$ cat config.mk
export PLATFORM = sky130hd
export DESIGN_NAME = button_pattern_receiver
export DESIGN_NICKNAME = d
export VERILOG_FILES = /design/src/rtl/btn_rx_pkg.sv /design/src/rtl/button_debouncer.sv /design/src/rtl/button_pattern_receiver.sv
export SDC_FILE = /design/constraint.sdc
export NUM_CORES = 1
export LEC_CHECK = 0
export ABC_AREA = 1
export CAP_MARGIN = 20
export CORE_AREA = 5 5 144 146
export CTS_CLUSTER_DIAMETER = 60
export DETAILED_ROUTE_END_ITERATION = 8
export DIE_AREA = 0 0 149 151
export HOLD_SLACK_MARGIN = 0.06
export SLEW_MARGIN = 40
export SYNTH_ARGS = -nofsm -noshare
export SYNTH_HDL_FRONTEND = slang
export SYNTH_HIERARCHICAL = 1
export SYNTH_SLANG_ARGS = --single-unit
export TNS_END_PERCENT = 20
$ cat constraint.sdc
create_clock -name clk -period 5.4 [get_ports clk]
set_input_delay 1.08 -clock clk [delete_from_list [all_inputs] [get_ports clk]]
set_output_delay 1.08 -clock clk [all_outputs]
set_load 0.02 [all_outputs]
$ cat src/rtl/btn_rx_pkg.sv
// Shared definitions for the button pattern receiver and the LED rotator.
package btn_rx_pkg;

  typedef enum logic {
    IDLE    = 1'b0,
    COLLECT = 1'b1
  } rx_state_e;

  localparam int FRAME_BITS = 8;

  // Power-on LED pattern, also used by the rotator so both agree after reset.
  localparam logic [7:0] DEFAULT_RESET_PATTERN = 8'b0001_1111;

endpackage

$ cat src/rtl/button_debouncer.sv
// One push-button input path: 2-flop synchroniser, debounce counter and
// rising-edge detector producing a single-cycle press pulse.
module button_debouncer #(
  parameter int DEBOUNCE_CYCLES = 250_000
) (
  input  logic clk,
  input  logic rst,
  input  logic raw,
  output logic level,
  output logic press_pulse
);

  localparam int CNT_W = $clog2(DEBOUNCE_CYCLES);
  localparam logic [CNT_W-1:0] CNT_LAST = CNT_W'(DEBOUNCE_CYCLES - 1);

  logic             sync_p0;
  logic             sync_p1;
  logic [CNT_W-1:0] cnt;
  logic             level_prev;

  // Two-flop synchroniser for the asynchronous raw button.
  always_ff @(posedge clk) begin
    if (rst) begin
      sync_p0 <= 1'b0;
      sync_p1 <= 1'b0;
    end else begin
      sync_p0 <= raw;
      sync_p1 <= sync_p0;
    end
  end

  // Accept a new level only after it has disagreed for DEBOUNCE_CYCLES clocks in a row.
  always_ff @(posedge clk) begin
    if (rst) begin
      level <= 1'b0;
      cnt   <= '0;
    end else if (sync_p1 == level) begin
      cnt <= '0;
    end else if (cnt == CNT_LAST) begin
      level <= sync_p1;
      cnt   <= '0;
    end else begin
      cnt <= cnt + 1'b1;
    end
  end

  // Delayed copy of the debounced level for press (0->1) detection.
  always_ff @(posedge clk) begin
    if (rst) begin
      level_prev <= 1'b0;
    end else begin
      level_prev <= level;
    end
  end

  assign press_pulse = level & ~level_prev;

endmodule

$ cat src/rtl/button_pattern_receiver.sv
// Builds an 8-bit LED pattern from a '0' button and a '1' button, MSB first,
// and publishes each completed frame with a single-cycle valid strobe.
module button_pattern_receiver
  import btn_rx_pkg::*;
#(
  parameter int         DEBOUNCE_CYCLES = 250_000,
  parameter int         TIMEOUT_CYCLES  = 50_000_000,
  parameter logic [7:0] RESET_PATTERN   = DEFAULT_RESET_PATTERN
) (
  input  logic       clk,
  input  logic       rst,
  input  logic       btn_zero_raw,
  input  logic       btn_one_raw,
  output logic [7:0] pattern,
  output logic       pattern_valid,
  output logic       frame_err,
  output logic       busy,
  output logic [3:0] bit_count
);

  localparam logic [31:0] TIMEOUT_LAST = 32'(TIMEOUT_CYCLES - 1);
  localparam logic [3:0]  LAST_BIT     = 4'(FRAME_BITS - 1);

  rx_state_e             state, state_nxt;
  logic [FRAME_BITS-1:0] sr, sr_nxt;
  logic [3:0]            bit_count_nxt;
  logic [31:0]           tcnt, tcnt_nxt;
  logic [7:0]            pattern_nxt;
  logic                  valid_nxt;
  logic                  err_nxt;

  logic level_zero, level_one;
  logic press_zero, press_one;
  logic single, both, bit_in;
  logic [FRAME_BITS-1:0] shifted;

  button_debouncer #(.DEBOUNCE_CYCLES(DEBOUNCE_CYCLES)) u_deb_zero (
    .clk         (clk),
    .rst         (rst),
    .raw         (btn_zero_raw),
    .level       (level_zero),
    .press_pulse (press_zero)
  );

  button_debouncer #(.DEBOUNCE_CYCLES(DEBOUNCE_CYCLES)) u_deb_one (
    .clk         (clk),
    .rst         (rst),
    .raw         (btn_one_raw),
    .level       (level_one),
    .press_pulse (press_one)
  );

  assign single  = press_zero ^ press_one;
  assign both    = press_zero & press_one;
  assign bit_in  = press_one;
  assign shifted = {sr[FRAME_BITS-2:0], bit_in};
  assign busy    = (state == COLLECT);

  // State, shift register, timeout counter and registered outputs.
  always_ff @(posedge clk) begin
    if (rst) begin
      state         <= IDLE;
      sr            <= '0;
      bit_count     <= '0;
      tcnt          <= '0;
      pattern       <= RESET_PATTERN;
      pattern_valid <= 1'b0;
      frame_err     <= 1'b0;
    end else begin
      state         <= state_nxt;
      sr            <= sr_nxt;
      bit_count     <= bit_count_nxt;
      tcnt          <= tcnt_nxt;
      pattern       <= pattern_nxt;
      pattern_valid <= valid_nxt;
      frame_err     <= err_nxt;
    end
  end

  // Frame collection: shift on single presses, abort on timeout or simultaneous presses.
  always_comb begin
    state_nxt     = state;
    sr_nxt        = sr;
    bit_count_nxt = bit_count;
    tcnt_nxt      = tcnt;
    pattern_nxt   = pattern;
    valid_nxt     = 1'b0;
    err_nxt       = 1'b0;
    case (state)
      IDLE: begin
        // Simultaneous presses while idle are simply ignored.
        if (single) begin
          sr_nxt        = shifted;
          bit_count_nxt = 4'd1;
          tcnt_nxt      = '0;
          state_nxt     = COLLECT;
        end
      end
      COLLECT: begin
        if (both) begin
          err_nxt       = 1'b1;
          sr_nxt        = '0;
          bit_count_nxt = '0;
          tcnt_nxt      = '0;
          state_nxt     = IDLE;
        end else if (single) begin
          sr_nxt   = shifted;
          tcnt_nxt = '0;
          if (bit_count == LAST_BIT) begin
            pattern_nxt   = shifted;
            valid_nxt     = 1'b1;
            bit_count_nxt = '0;
            state_nxt     = IDLE;
          end else begin
            bit_count_nxt = bit_count + 4'd1;
          end
        end else if (tcnt == TIMEOUT_LAST) begin
          err_nxt       = 1'b1;
          sr_nxt        = '0;
          bit_count_nxt = '0;
          tcnt_nxt      = '0;
          state_nxt     = IDLE;
        end else if (tcnt != 32'hFFFF_FFFF) begin
          tcnt_nxt = tcnt + 32'd1;
        end
      end
      default: state_nxt = IDLE;
    endcase
  end

endmodule
# After elaboration in Yosys (flattened, before gate mapping)
# Cells that the tools add are included.
dict set report classes {
  addsub 4
  eq_ne 10
  mux 27
  bitwise_logic 11
  reduce_logical 9
}
# cell n
set ops {}
lappend ops {{$mux 32} 5}
lappend ops {{$pmux 32 s2} 1}
lappend ops {{$add 18x1->18 const B} 2}
lappend ops {{$eq 18x18->1 const B} 2}
lappend ops {{$add 32x1->32 const B} 1}
lappend ops {{$eq 32x26->1 const B} 1}
lappend ops {{$ne 32x32->1 const B} 1}
lappend ops {{$mux 7} 4}
lappend ops {{$mux 4} 5}
lappend ops {{$pmux 7 s2} 1}
lappend ops {{$mux 1} 9}
lappend ops {{$pmux 4 s2} 1}
lappend ops {{$reduce_and 2->1} 4}
lappend ops {{$not 1->1} 7}
lappend ops {{$reduce_or 3->1} 2}
lappend ops {{$ne 5x1->1 const B} 1}
lappend ops {{$add 4x1->4 const B} 1}
lappend ops {{$eq 4x3->1 const B} 1}
lappend ops {{$ne 4x1->1 const B} 1}
lappend ops {{$reduce_and 4->1} 1}
lappend ops {{$reduce_or 4->1} 1}
lappend ops {{$and 1x1->1} 3}
lappend ops {{$eq 1x1->1} 2}
lappend ops {{$ne 2x2->1 const B} 1}
lappend ops {{3 further kinds} 3}
dict set report word_totals {
  register_bits 98
  in_bits 4
  output_inout_bits 15
  elab_cells 78
}

# Depth between registers and ports, before layout
dict set report depth {
  word_depth 6
  ltp_mapped 13
  ltp_nobuf 12
}

# By module
# Netlist, hierarchy kept.
# module n_inst cells_per_inst area_each_um2 seq_area_each_um2
set modules_own_cells {}
lappend modules_own_cells {button_pattern_receiver 1 568 3498.4 1081.0}
lappend modules_own_cells {button_debouncer 2 150 1104.8 440.4}

# Worst setup path after synthesis
# No wires, ideal clock.
dict set report synth_path {
  path_type {reg-to-reg}
  startpoint {reg u_deb_zero.level}
  endpoint {reg tcnt[21]}
  setup_time_ns 0.117
  arrival_ns 1.843
  required_ns 5.283
  setup_slack_ns 3.440
  path_stages_with_launch 13
  path_cell_list {dfxtp_1 > inv_1 > nor2_1 > inv_1 > ha_1 > inv_1 > nor2_1 > inv_1 > buf_2 > clkbuf_1 > nand4_1 > nand2_1 > a21oi_1}
}
dict set report synth_between {
  elab_chain_len 5
  elab_cells_between_ends 9
  classes_between {eq/ne (2); mux (3); bitwise (3); reduce/logical (1)}
}
# element line
set synth_lines {}
lappend synth_lines {{start, declared} button_debouncer.sv:9} ;# output logic level,
lappend synth_lines {{start signal, assigned} button_debouncer.sv:40} ;# level <= sync_p1;
lappend synth_lines {{$and 1x1->1 *} button_debouncer.sv:56} ;# assign press_pulse = level & ~level_prev;
lappend synth_lines {{via press_zero} button_pattern_receiver.sv:33} ;# logic press_zero, press_one;
lappend synth_lines {{$xor 1x1->1} button_pattern_receiver.sv:53} ;# assign single = press_zero ^ press_one;
lappend synth_lines {{$mux 32} button_pattern_receiver.sv:106} ;# end else if (single) begin
lappend synth_lines {{$mux 32} button_pattern_receiver.sv:100} ;# if (both) begin
lappend synth_lines {{$pmux 32 s2} button_pattern_receiver.sv:89} ;# case (state)
lappend synth_lines {{end signal, assigned} button_pattern_receiver.sv:73} ;# tcnt <= tcnt_nxt;
lappend synth_lines {{end, declared} button_pattern_receiver.sv:27} ;# logic [31:0] tcnt, tcnt_nxt;
# Mark *: on every way through the listed nets, which the timed path passes. The rest lies on a longest branch.
# A chain may end at the register's enable or synchronous reset.

# Final worst setup path
dict set report layout_path {
  startpoint {reg u_deb_zero.level}
  endpoint {reg tcnt[17]}
}
# Same word-level chain as after synthesis.

==> impl_metrics.env <==
export IMPL_initial_core_util_pct=29.6
export IMPL_crit_fanout=20
export IMPL_clockBufferDepth=2
export IMPL_grt_max_degree=32
export IMPL_grt_pass1_wl_um=23500
export IMPL_postCtsResizedCells=0
export IMPL_die_area_um2=22500
export IMPL_post_cts_buffers=0
export IMPL_synth_top_area_share_pct=34.4
export IMPL_yosys_warnings=6
export IMPL_synth_fp_nets=878
export IMPL_leakagePower_nw=2.25
export IMPL_synth_area_leaders="dfxtp_1, nand2_1, nor2_1"
export IMPL_p_total_mw=1.37
export IMPL_ir_worst_vdd_mv=0.116
export IMPL_finClkSkew_ns=0.00695
export IMPL_grt_remaining_overflow=0
export IMPL_cts_sinks=98
export IMPL_die_y_um=151
export IMPL_io_pin_count=19
export IMPL_path_clk_slew_ns=0.07
export IMPL_period_needed_ns=3.01
export IMPL_synth_most_common_cell="nand2_1"
export IMPL_grt_pass1_vias=4733
export IMPL_row_count=51
export IMPL_first_iter_violations=400
export IMPL_fmax_mhz=332
export IMPL_wire_per_inst_um=12.3
export IMPL_worst_setup_path_end_kind="flip-flop"
export IMPL_setup_viol=0
export IMPL_worstPathRequired_ns=5.69
export IMPL_cts_hold_buf=0
export IMPL_synth_seq_cells=98
export IMPL_via_per_inst=4.57
export IMPL_synth_main_ff_cell="dfxtp_1"
export IMPL_power_density_nw_per_um2=216
export IMPL_dr_pass1_iters=5
export IMPL_critical_path_class="reg -> reg"
export IMPL_gp_congestion=0.900
export IMPL_ys_types=36
export IMPL_cts_tree="built"
export IMPL_ant_nets=0
export IMPL_drv_cap=0
export IMPL_grtUsageTotal_pct=13.1
export IMPL_synth_avg_cell_area_um2=6.58
export IMPL_tns_ns=0
export IMPL_slew_violations=0
export IMPL_worstMarginPinSlew_ns=0.798
export IMPL_ys_seq_area_share_pct=34.4
export IMPL_slew_headroom_pct=46.8
export IMPL_period_share_pct=55.8
export IMPL_hold_viol_final=0
export IMPL_cp_start_kind="flip-flop"
export IMPL_port_buffers=18
export IMPL_core_area_um2=19300
export IMPL_die_w_um=149
export IMPL_yosysTopAreaCell="dfxtp_1"
export IMPL_crit_arrival_ns=3.30
export IMPL_post_route_drc_count=0
export IMPL_yosys_top_cells_count="nand2_1, nor2_1, dfxtp_1"
export IMPL_status="finished, final reports clean"
export IMPL_fin_area_um2=6370
export IMPL_antenna_cells=0
export IMPL_synth_edf_count=0
export IMPL_async_flop_share_pct=0
export IMPL_clk_latency_ns=0.35
export IMPL_synth_area_um2=5710
export IMPL_fin_nets=891
export IMPL_routed_wirelength_um=14100
export IMPL_cts_buffers=9
export IMPL_utilization_pct=33.1
export IMPL_rsz0062_at_grt="false"
export IMPL_antenna_found_initial=0
export IMPL_hold_path_class="reg -> reg"
export IMPL_vias=5263
export IMPL_clockRootBuffer="clkbuf_16"
export IMPL_place_area_um2=6090
export IMPL_layout_drive_gt1_share_pct=11.5
export IMPL_synthCells=868
export IMPL_hpwlAfterDp_um=10600
export IMPL_htreeDepth=3
export IMPL_areaGrowthSynthToFinish_pct=11.7
[final cells by class]
type / count / area (um^2)
clock inverters: 4 / 31.3
inverters: 97 / 365
clock buffers: 12 / 256
flip-flops and latches: 98 / 1960
well taps: 265 / 332
fillers: 2186 / 12900
multi-input cells: 656 / 3240
repair buffers: 19 / 188
[final timing paths]
check	startpoint	slack, ns	cells past startpoint	endpoint
max	u_deb_zero/level$_SDFFE_PP0P_	2.39	10	tcnt[17]$_SDFFE_PP0P_
min	u_deb_zero/sync_p0$_SDFF_PP0_	0.42	2	u_deb_zero/sync_p1$_SDFF_PP0_
max reg2reg	u_deb_zero/level$_SDFFE_PP0P_	2.39	10	tcnt[17]$_SDFFE_PP0P_
min reg2reg	u_deb_zero/sync_p0$_SDFF_PP0_	0.42	2	u_deb_zero/sync_p1$_SDFF_PP0_
[metal layers]
metal / track usage (%) / vias up / part of all wire (%)
li1: - / 2750 / -
met1: 18.1 / 2379 / 49
met2: 20.1 / 118 / 44
met3: 3.08 / 16 / 5.3
met4: 4.12 / 0 / 1.7
met5: 0 / - / 0
[worst max-delay path: stages, from the launching register on]
cell	delay, ns
dfxtp_1	0.32
inv_1	0.07
nor2_1	0.14
inv_1	0.06
ha_1	0.50
inv_1	0.20
nor2_1	0.19
inv_1	0.38
a21oi_2	0.76
o21ai_0	0.20
nor2_1	0.12
[cell families after synthesis]
group	share of synthesized area, %
adder cells (fa/ha/maj)	1.32
flip-flops	34.4
AND/OR/NAND/NOR	44.6
XOR/XNOR	3.53
AO/OA/AOI/OAI	7.32
buffers and inverters	8.88
[registers in the layout, summed over array words and instances (netlist names), 4 cells and up]
register and cells:
tcnt 32, u_deb_one/cnt 18, u_deb_zero/cnt 18, pattern 8
sr 7, bit_count 4
[metrics by stage]
| stage | worst slack, ns | instances | hold slack (ns) |
|---|---|---|---|
| floorplan | 3.44 | 868 | 0.388 |
| global placement | 2.49 | 1135 | 0.396 |
| detailed placement | 2.41 | 1135 | 0.407 |
| CTS | 2.37 | 1151 | 0.426 |
| global route | 2.11 | 1151 | 0.477 |
| finish | 2.39 | 1151 | 0.422 |
[cell usage in the layout, fill, tap and decap left out, types with 3 or more instances in the layout]
| cell | instances |
|---|---|
| nand3_2 | 3 |
| xor2_1 | 19 |
| a21oi_2 | 14 |
| nor2_2 | 28 |
| nand2_1 | 227 |
| nand2_2 | 21 |
| nor2_4 | 8 |
| or2_0 | 6 |
| nand2_4 | 3 |
| nand4_1 | 18 |
| nor3_1 | 14 |
| o21ai_0 | 12 |
| clkbuf_16 | 9 |
| inv_2 | 4 |
| clkdlybuf4s50_1 | 18 |
| xnor2_1 | 4 |
| inv_1 | 91 |
| dfxtp_1 | 98 |
| nand3_1 | 67 |
| ha_1 | 6 |
| o21ai_1 | 7 |
| a21oi_1 | 31 |
| nor2_1 | 156 |
[power breakdown]
| part | switching [mW] | internal (mW) | total (mW) |
|---|---|---|---|
| clock | 0.286 | 0.341 | 0.627 |
| sequential | 0.000998 | 0.724 | 0.725 |
| combinational | 0.0167 | 0.00573 | 0.0224 |
No activity file was read; power rests on OpenSTA's default activity.
